==> src/rtl/vga_capture.sv <==
// vga_capture: sink end of the VGA pixel interface.
// Samples the VGA signals and recovers the pixel coordinates from them.
// It produces a frame-buffer write stream {h, v, rgb} and monitors the frame geometry.
// Optional feature macro: VGA_CAPTURE_CRC_EN adds a CRC-16-CCITT over each completed frame.
// When the macro is not defined, frame_crc is tied to zero.
module vga_capture #(
  parameter int H_ACTIVE = 640,
  parameter int V_ACTIVE = 480,
  parameter bit SYNC_POL = 1'b0
) (
  input  logic        clk,
  input  logic        rst,
  input  logic        vga_hsync,
  input  logic        vga_vsync,
  input  logic        vga_valid,
  input  logic [7:0]  vga_r,
  input  logic [7:0]  vga_g,
  input  logic [7:0]  vga_b,
  output logic        wr_en,
  output logic [9:0]  wr_h_addr,
  output logic [8:0]  wr_v_addr,
  output logic [23:0] wr_data,
  output logic        frame_done,
  output logic        locked,
  output logic        geom_err,
  output logic [15:0] frame_crc
);

  localparam logic [9:0] H_MAX = 10'(H_ACTIVE);
  localparam logic [8:0] V_MAX = 9'(V_ACTIVE);

  typedef enum logic [1:0] {
    ST_IDLE   = 2'd0,
    ST_VSYNC  = 2'd1,
    ST_ACTIVE = 2'd2
  } state_t;

  state_t      state_r, state_nx_s;
  logic        hs_act1_r, vs_act1_r, val1_r, vs_act2_r, val2_r;
  logic [23:0] rgb1_r;
  logic        sof_s, eol_s, pix_s;
  logic [9:0]  h_cnt_r, h_nx_s;
  logic [8:0]  v_cnt_r, v_nx_s;
  logic        ferr_r, ferr_nx_s;
  logic        wr_nx_s, done_nx_s, lock_nx_s, gerr_nx_s, restart_s;

  // Input stage S1 (sync converted to "asserted") plus one-cycle history for edge detection
  always_ff @(posedge clk or negedge rst) begin
    if (!rst) begin
      hs_act1_r <= 1'b0;
      vs_act1_r <= 1'b0;
      val1_r    <= 1'b0;
      rgb1_r    <= 24'h000000;
      vs_act2_r <= 1'b0;
      val2_r    <= 1'b0;
    end else begin
      hs_act1_r <= (vga_hsync == SYNC_POL);
      vs_act1_r <= (vga_vsync == SYNC_POL);
      val1_r    <= vga_valid;
      rgb1_r    <= {vga_r, vga_g, vga_b};
      vs_act2_r <= vs_act1_r;
      val2_r    <= val1_r;
    end
  end

  // A pixel seen while hsync is asserted is treated as blank; a valid VGA stream never does that
  assign sof_s = vs_act1_r & ~vs_act2_r;
  assign eol_s = val2_r & ~val1_r;
  assign pix_s = val1_r & ~hs_act1_r;

  // Next-state, counter and flag logic; an EOL in the SOF cycle is counted before the frame closes
  always_comb begin
    state_nx_s = state_r;
    h_nx_s     = h_cnt_r;
    v_nx_s     = v_cnt_r;
    ferr_nx_s  = ferr_r;
    gerr_nx_s  = geom_err;
    lock_nx_s  = locked;
    wr_nx_s    = 1'b0;
    done_nx_s  = 1'b0;
    restart_s  = 1'b0;
    case (state_r)
      ST_IDLE: begin
        if (sof_s) begin
          state_nx_s = ST_VSYNC;
          restart_s  = 1'b1;
        end else begin
          state_nx_s = ST_IDLE;
        end
      end
      ST_VSYNC: begin
        if (!vs_act1_r) begin
          state_nx_s = ST_ACTIVE;
        end else begin
          state_nx_s = ST_VSYNC;
        end
      end
      ST_ACTIVE: begin
        if (pix_s) begin
          if ((h_cnt_r < H_MAX) && (v_cnt_r < V_MAX)) begin
            wr_nx_s = 1'b1;
            h_nx_s  = h_cnt_r + 10'd1;
          end else begin
            ferr_nx_s = 1'b1;
            gerr_nx_s = 1'b1;
          end
        end else if (eol_s) begin
          if (h_cnt_r != H_MAX) begin
            ferr_nx_s = 1'b1;
            gerr_nx_s = 1'b1;
          end else begin
            ferr_nx_s = ferr_r;
          end
          if (v_cnt_r != V_MAX) begin
            v_nx_s = v_cnt_r + 9'd1;
          end else begin
            v_nx_s = V_MAX;
          end
          h_nx_s = 10'd0;
        end else begin
          h_nx_s = h_cnt_r;
        end
        if (sof_s) begin
          if ((v_nx_s == V_MAX) && !ferr_nx_s) begin
            done_nx_s = 1'b1;
            lock_nx_s = 1'b1;
          end else begin
            lock_nx_s = 1'b0;
            gerr_nx_s = 1'b1;
          end
          restart_s  = 1'b1;
          state_nx_s = ST_VSYNC;
        end else begin
          state_nx_s = ST_ACTIVE;
        end
      end
      default: begin
        state_nx_s = ST_IDLE;
      end
    endcase
    if (restart_s) begin
      h_nx_s    = 10'd0;
      v_nx_s    = 9'd0;
      ferr_nx_s = 1'b0;
    end else begin
      ferr_nx_s = ferr_nx_s;
    end
  end

  // State, counters and registered write/status outputs (stage S2)
  always_ff @(posedge clk or negedge rst) begin
    if (!rst) begin
      state_r    <= ST_IDLE;
      h_cnt_r    <= 10'd0;
      v_cnt_r    <= 9'd0;
      ferr_r     <= 1'b0;
      wr_en      <= 1'b0;
      wr_h_addr  <= 10'd0;
      wr_v_addr  <= 9'd0;
      wr_data    <= 24'h000000;
      frame_done <= 1'b0;
      locked     <= 1'b0;
      geom_err   <= 1'b0;
    end else begin
      state_r    <= state_nx_s;
      h_cnt_r    <= h_nx_s;
      v_cnt_r    <= v_nx_s;
      ferr_r     <= ferr_nx_s;
      wr_en      <= wr_nx_s;
      frame_done <= done_nx_s;
      locked     <= lock_nx_s;
      geom_err   <= gerr_nx_s;
      if (wr_nx_s) begin
        wr_h_addr <= h_cnt_r;
        wr_v_addr <= v_cnt_r;
        wr_data   <= rgb1_r;
      end
    end
  end

`ifdef VGA_CAPTURE_CRC_EN
  // CRC-16-CCITT (poly 0x1021) over one 24-bit pixel, MSB first
  function automatic logic [15:0] crc16_24(input logic [15:0] crc, input logic [23:0] data);
    logic [15:0] c;
    logic        fb;
    c = crc;
    for (int i = 23; i >= 0; i--) begin
      fb = c[15] ^ data[i];
      c  = {c[14:0], 1'b0} ^ (fb ? 16'h1021 : 16'h0000);
    end
    return c;
  endfunction

  logic [15:0] crc_r, crc_upd_s;

  assign crc_upd_s = wr_nx_s ? crc16_24(crc_r, rgb1_r) : crc_r;

  // Running CRC restarts at each SOF; the frame result is latched only for a good frame
  always_ff @(posedge clk or negedge rst) begin
    if (!rst) begin
      crc_r     <= 16'hFFFF;
      frame_crc <= 16'h0000;
    end else begin
      crc_r <= restart_s ? 16'hFFFF : crc_upd_s;
      if (done_nx_s) begin
        frame_crc <= crc_upd_s;
      end
    end
  end
`else
  assign frame_crc = 16'h0000;
`endif

endmodule
==> config.mk <==
export PLATFORM = sky130hd
export DESIGN_NAME = vga_capture
export DESIGN_NICKNAME = d
export VERILOG_FILES = /design/src/rtl/vga_capture.sv
export SDC_FILE = /design/constraint.sdc
export NUM_CORES = 1
export LEC_CHECK = 0
export CAP_MARGIN = 20
export CELL_PAD_IN_SITES_DETAIL_PLACEMENT = 1
export CELL_PAD_IN_SITES_GLOBAL_PLACEMENT = 1
export CORE_UTILIZATION = 34
export CTS_CLUSTER_SIZE = 10
export DETAILED_ROUTE_END_ITERATION = 10
export PLACE_DENSITY_LB_ADDON = 0.1
export SETUP_SLACK_MARGIN = 0.2
export SYNTH_ARGS = -nofsm -noshare
export SYNTH_HDL_FRONTEND = slang
export SYNTH_SLANG_ARGS = --single-unit
==> constraint.sdc <==
create_clock -name clk -period 1.72 [get_ports clk]
set_input_delay 0.258 -clock clk [delete_from_list [all_inputs] [get_ports clk]]
set_output_delay 0.258 -clock clk [all_outputs]
set_load 0.005 [all_outputs]
==> results of run 1 <==
## cell usage after synthesis, types with 5 or more instances
| cell | instances |
|---|---|
| nor2_1 | 16 |
| clkbuf_1 | 9 |
| nand3_1 | 6 |
| xor2_1 | 5 |
| a21oi_1 | 5 |
| inv_1 | 8 |
| buf_4 | 18 |
| nand4_1 | 6 |
| a31oi_1 | 5 |
| nand2_1 | 126 |
| dfrtp_1 | 98 |
| o21ai_0 | 20 |
| nor2b_1 | 5 |
## how the worst max path moves through the flow
stage,start,end,slack (ns),cells past startpoint
6_report,val1_r,h_cnt_r[6],-0.25,9
5_1_grt,val1_r,h_cnt_r[3],-0.34,9
4_1_cts,v_cnt_r[1],geom_err,-0.19,5
3_5_place_dp,v_cnt_r[0],geom_err,-0.24,7
3_3_place_gp,v_cnt_r[1],geom_err,-0.17,7
2_1_floorplan,v_cnt_r[0],geom_err,-0.13,5
## cells by family after synthesis
logic type,synth area share
compound gates,0.0801
xor+xnor,0.0178
fa+ha+maj,0.0127
buf+inv,0.0562
flops,0.623
other cells,0.000952
simple gates,0.209
## final cells by class
type / instances / area (µm²)
Tap cell: 140 / 175
Clock buffer: 10 / 229
Fill cell: 1151 / 4580
Inverter: 9 / 46.3
Sequential cell: 98 / 2450
Timing Repair Buffer: 166 / 1780
Clock inverter: 6 / 66.3
Multi-Input combinational cell: 260 / 1750
## cell usage in the layout, fill, tap and decap left out, drive strengths merged, types with 2 or more instances in the layout
cell,n
clkbuf,17
ha,4
nand3b,2
nor2b,5
o21ai,20
conb,16
nand3,6
nor2,16
inv,9
or2,2
dfrtp,98
nand2b,4
or4,2
clkdlybuf4s50,48
a22oi,2
buf,84
nor3,3
a31oi,5
nand4,7
a21oi,5
a211oi,2
or3,2
xor2,5
and3,3
xnor2,3
nor4,2
o31ai,5
o41ai,2
dlymetal6s2s,25
nand2,126
clkinv,5
## worst register-to-register path: cells and delay by family, from the launching register on
| family | cells | cell delay (ns) |
|---|---|---|
| buffers and inverters | 4 | 0.58 |
| flip-flops | 1 | 0.40 |
| AND/OR/NAND/NOR | 4 | 0.67 |
| XOR/XNOR | 1 | 0.19 |
## per-layer routing
layer	vias up	GRT usage	share of wire
met5	-	0	0
met4	0	0.0562	0.010
met3	14	0.0765	0.056
met2	83	0.312	0.51
met1	1700	0.239	0.42
li1	1555	-	-
## state kept, by name (all words and copies together), names as in the netlist
signal and count:
wr_h_addr 10, vs_act1_r 1, vs_act2_r 1, wr_data 24
locked 1, state_r 2, val1_r 1, wr_v_addr 9
h_cnt_r 10, rgb1_r 24, hs_act1_r 1, v_cnt_r 9
val2_r 1, geom_err 1, wr_en 1, ferr_r 1
frame_done 1
## stage by stage
step / total power, mW / setup WS [ns] / cells / hold slack (ns) / area, µm²
final: 6.49 / -0.253 / 689 / 0.342 / 6490
after global routing: 6.84 / -0.338 / 689 / 0.326 / 6490
after CTS: 6.32 / -0.188 / 660 / 0.327 / 5680
after detailed placement: 4.15 / -0.237 / 633 / 0.275 / 5150
after global placement: 4.11 / -0.170 / 633 / 0.268 / 5150
after floorplan: 3.27 / -0.130 / 398 / -0.0376 / 4010
## timing repair
item | CTS | global route
pin swaps | 12 | 63
hold endpoints to repair | 35 | 0
setup endpoints to repair | 64 | 85
hold buffers | 1 | 0
cloned | 0 | 9
buffers inserted | 10 | 20
gates resized for setup | 42 | 145
## where the power goes
| group | switching [mW] | internal [mW] | leakage [nW] | total, mW |
|---|---|---|---|---|
| clock | 0.888 | 1.13 | 0.147 | 2.02 |
| sequential | 0.210 | 2.64 | 1.26 | 2.85 |
| combinational | 0.688 | 0.934 | 2.06 | 1.62 |
==> metrics, run 1 <==
number of synthesized flops with an enable pin 0; CTS max path bufs 2; kind of critical path flip-flop to flip-flop; Slew HR 0.646; fin crit period 1.97 ns; Synth-to-Final Area Change 65.0%; vias per cell 4.87; delay-heaviest family, CP simple AND/OR/NAND/NOR gates; chip width 110 µm; vias in the first global route 3312; initial antenna violation count 0; row cnt 38; share of layout cells above drive strength 1 0.373; Die ar. 12000 µm²; maxcap violations 0; first-pass GRT wire length 17.0 mm; crit share post-route 1.15; prevailing post-synth register cell dfrtp_1; Setup WS post-layout -0.253 ns; CP Capture Type flip-flop; RSZ-0062 raised after global routing true; Worst Reg2Reg Path Length in Cells 9; Post-Synthesis Cells 383; Leakage 3.47 nW; Routed WL 12.6 mm; DRC violations left 0; Initial Util 0.355; final setup TNS -7.86 ns; Hold Path Class input pin to flip-flop; Worst path max stage delay 0.40 ns; Via Count 3352; hold path cells 1; Power Density 1000 nW/µm²; Synth area leader dfrtp_1; ys async rst share 1.00; Setup-failing EPs final 52; post-synthesis sequential element count 98; # diodes 0; buffers and inverters on the worst path 4; crit path launch type flip-flop; Inserted Clock Buffers 9; Initial DRC Count 72; Slew Viols, Final 0; crit path DAT 2.21 ns; Die Y 110 µm; Port Buffers 75; IO Pins 92; CP Cell Sequence buf_6, nor2b_4, nand4_1, buf_4, buf_8, clkinv_8, nand4_1, xor2_1, nor2_1; largest net degree at the start of global routing 38; Crit Path Max Fanout 8; DRT Pass-1 Iters 4; later-pin clock latency in the skew report 0.35 ns; core area 11100 µm²; global-route usage over all layers 0.193; htree depth 3; Hold Startpoint vga_valid; RD Place Congestion 0.882; main area contributors after synthesis dfrtp_1 62%, nand2_1 12%, buf_4 3.4%, o21ai_0 2.5%, nor2_1 1.5%; worst vdd ir 0.000757 V; Worst R2R Start val1_r; post-DP HPWL 7.08 mm; Post-Syn Area per Cell 10.3 µm²; Reg-to-Reg End h_cnt_r[6]; mapped cell area 3940 µm²; post-synthesis sequential area ratio 0.623; Clock Tree Root clkbuf_16; ANT nets after route 0; area share of the largest cell type after synthesis 0.623; CTS clk-pin slew, worst paths 0.07 ns; clk sinks 98; violated checks negative setup slack; final hold viol count 0; nets 577; fmax 507 MHz; status finished, violations left; skew final 0.00989 ns; grt ovf 0; Worst Tran Pin Value 0.531 ns; CP max-delay cell dfrtp_1; Required @ worst endpoint 1.96 ns; reg2reg setup slack -0.25 ns; WL/cell 18.3 µm; Synth cell types 47; Synth warnings 0; utilization after layout 0.586; Min-Delay Endpoint val1_r; critical path's most frequent cell nand4_1; CTS tree yes
Power figures use the tool's default switching activity.
==> run 2, diff against run 1 <==
--- a/config.mk
+++ b/config.mk
@@ -16,3 +16,4 @@
 export SYNTH_ARGS = -nofsm -noshare
 export SYNTH_HDL_FRONTEND = slang
 export SYNTH_SLANG_ARGS = --single-unit
+export TNS_END_PERCENT = 50
==> run 2 against run 1 <==
The run still ends with negative setup slack left. Clock skew about the same. Largest power group unchanged. Count of clock-buffer cells in the layout stayed put. Combinational power fell by 10%. Register-to-register slack better by 0.03 ns. Worst setup slack better by 0.028 ns. Highest routed layer unchanged. Cell area shrank 3.1%. Critical path depth is 4 lower. Sequential power barely moved. Hold slack gained 0.00093 ns.
==> metrics, run 2 (synthesis results as in run 1) <==
Clock Power Share 0.318; status finished, violations left; Routed WL 11.7 mm; largest net degree at the start of global routing 38; initial antenna violation count 0; CTS clk-pin slew, worst paths 0.07 ns; utilization after layout 0.568; buffers and inverters on the worst path 0; fin crit period 1.95 ns; post-DP HPWL 7.08 mm; Inserted Clock Buffers 9; DRT Pass-1 Iters 4; row cnt 38; reg2reg setup slack -0.23 ns; Die Y 110 µm; Setup WS post-layout -0.225 ns; CP Capture Type flip-flop; Slew HR 0.652; # diodes 0; Port Buffers 75; vias per cell 4.84; final setup TNS -0.696 ns; delay-heaviest family, CP simple AND/OR/NAND/NOR gates; nets 558; skew final 0.00995 ns; Required @ worst endpoint 1.95 ns; sequential power share 0.453; Worst path max stage delay 0.44 ns; CTS max path bufs 2; Reg-to-Reg End geom_err; later-pin clock latency in the skew report 0.35 ns; clk sinks 98; hold path cells 1; Worst Reg2Reg Path Length in Cells 5; RSZ-0062 raised after global routing true; DRC violations left 0; share of layout cells above drive strength 1 0.336; most common cell after layout, fill and taps aside dfrtp_1; crit share post-route 1.13; Initial Util 0.355; Leakage 3.35 nW; Net Sw Frac 0.273; Comb power frac 0.228; Worst R2R Start val1_r; grt ovf 0; IO Pins 92; Synth-to-Final Area Change 59.8%; ANT nets after route 0; Via Count 3242; final hold viol count 0; crit path DAT 2.18 ns; maxcap violations 0; Slew Viols, Final 0; Setup-failing EPs final 7; Psw 1.73 mW; Internal Pwr Total 4.60 mW; core area 11100 µm²; Worst Tran Pin Value 0.522 ns; worst vdd ir 0.000777 V; CP Cell Sequence nand2b_4, or3_4, xnor2_1, or4_4, o31a_1; crit path launch type flip-flop; WL/cell 17.5 µm; chip width 110 µm; global-route usage over all layers 0.193; Hold Startpoint vga_valid; Initial DRC Count 119; largest registers rgb1_r: 24 flops, wr_data: 24 flops; violated checks negative setup slack; CTS tree yes; Power Density 1010 nW/µm²; first-pass GRT wire length 17.0 mm; commonest non-fill, non-tap cells in the layout 97 x dfrtp_1, 73 x nand2_1, 53 x clkdlybuf4s50_1; fmax 514 MHz; Hold Path Class input pin to flip-flop; Crit Path Max Fanout 5; htree depth 3; Die ar. 12000 µm²; kind of critical path flip-flop to flip-flop; RD Place Congestion 0.882; Min-Delay Endpoint val1_r; vias in the first global route 3296; CP max-delay cell dfrtp_1; Clock Tree Root clkbuf_16
## run 2: changes by cell type in the layout (fill, tap and decap cells not counted), moves of 5 or more
cell / change
clkdlybuf4s50_1: +5
buf_4: -15
nand2_2: -9
nand2_4: +6
dlymetal6s2s_1: -5
o21ai_0: +5
## run 2: timing repair
action                     in CTS  in global routing
cloned                          0                  6
resized for setup              40                137
pin swaps                      16                 64
setup endpoints to repair      64                 84
hold buffers                    1                  0
hold endpoints to repair       35                  0
buffers inserted                5                  9
## run 2: through the flow
step	total power, mW	hold WS [ns]	cells	setup slack [ns]	area, µm²
detailed placement	4.15	0.275	633	-0.237	5150
global route	6.67	0.326	670	-0.278	6290
finish	6.33	0.343	670	-0.225	6290
floorplan	3.27	-0.0376	398	-0.130	4010
global placement	4.11	0.268	633	-0.170	5150
CTS	6.27	0.327	655	-0.188	5630
## run 2: cell type report
class / count / area, µm²
inverters: 9 / 46.3
fillers: 1180 / 4790
multi-input cells: 260 / 1740
clock inverters: 6 / 66.3
well taps: 140 / 175
repair inverters: 1 / 16.3
repair buffers: 146 / 1570
flip-flops and latches: 98 / 2450
clock buffers: 10 / 229
## run 2: power by group through the flow
stage	combinational [mW]	sequential [mW]	clock, mW
2_1_floorplan	0.390	2.88	0
3_3_place_gp	1.25	2.86	0
3_5_place_dp	1.27	2.88	0
4_1_cts	1.33	2.85	2.09
5_1_grt	1.58	2.91	2.18
6_report	1.45	2.87	2.02
## run 2: worst max-delay path by stage
stage          slack (ns)  startpoint  endpoint  cells after the start
4_1_cts             -0.19  v_cnt_r[1]  geom_err                      5
2_1_floorplan       -0.13  v_cnt_r[0]  geom_err                      5
3_5_place_dp        -0.24  v_cnt_r[0]  geom_err                      7
6_report            -0.23      val1_r  geom_err                      5
3_3_place_gp        -0.17  v_cnt_r[1]  geom_err                      7
5_1_grt             -0.28  v_cnt_r[1]  geom_err                      8
## run 2: routing by layer
| metal | part of all wire | GRT usage | vias to the layer above |
|---|---|---|---|
| met3 | 0.051 | 0.0771 | 20 |
| met5 | 0 | 0 | - |
| met1 | 0.43 | 0.237 | 1628 |
| met2 | 0.51 | 0.313 | 82 |
| met4 | 0.018 | 0.0552 | 0 |
| li1 | - | - | 1512 |
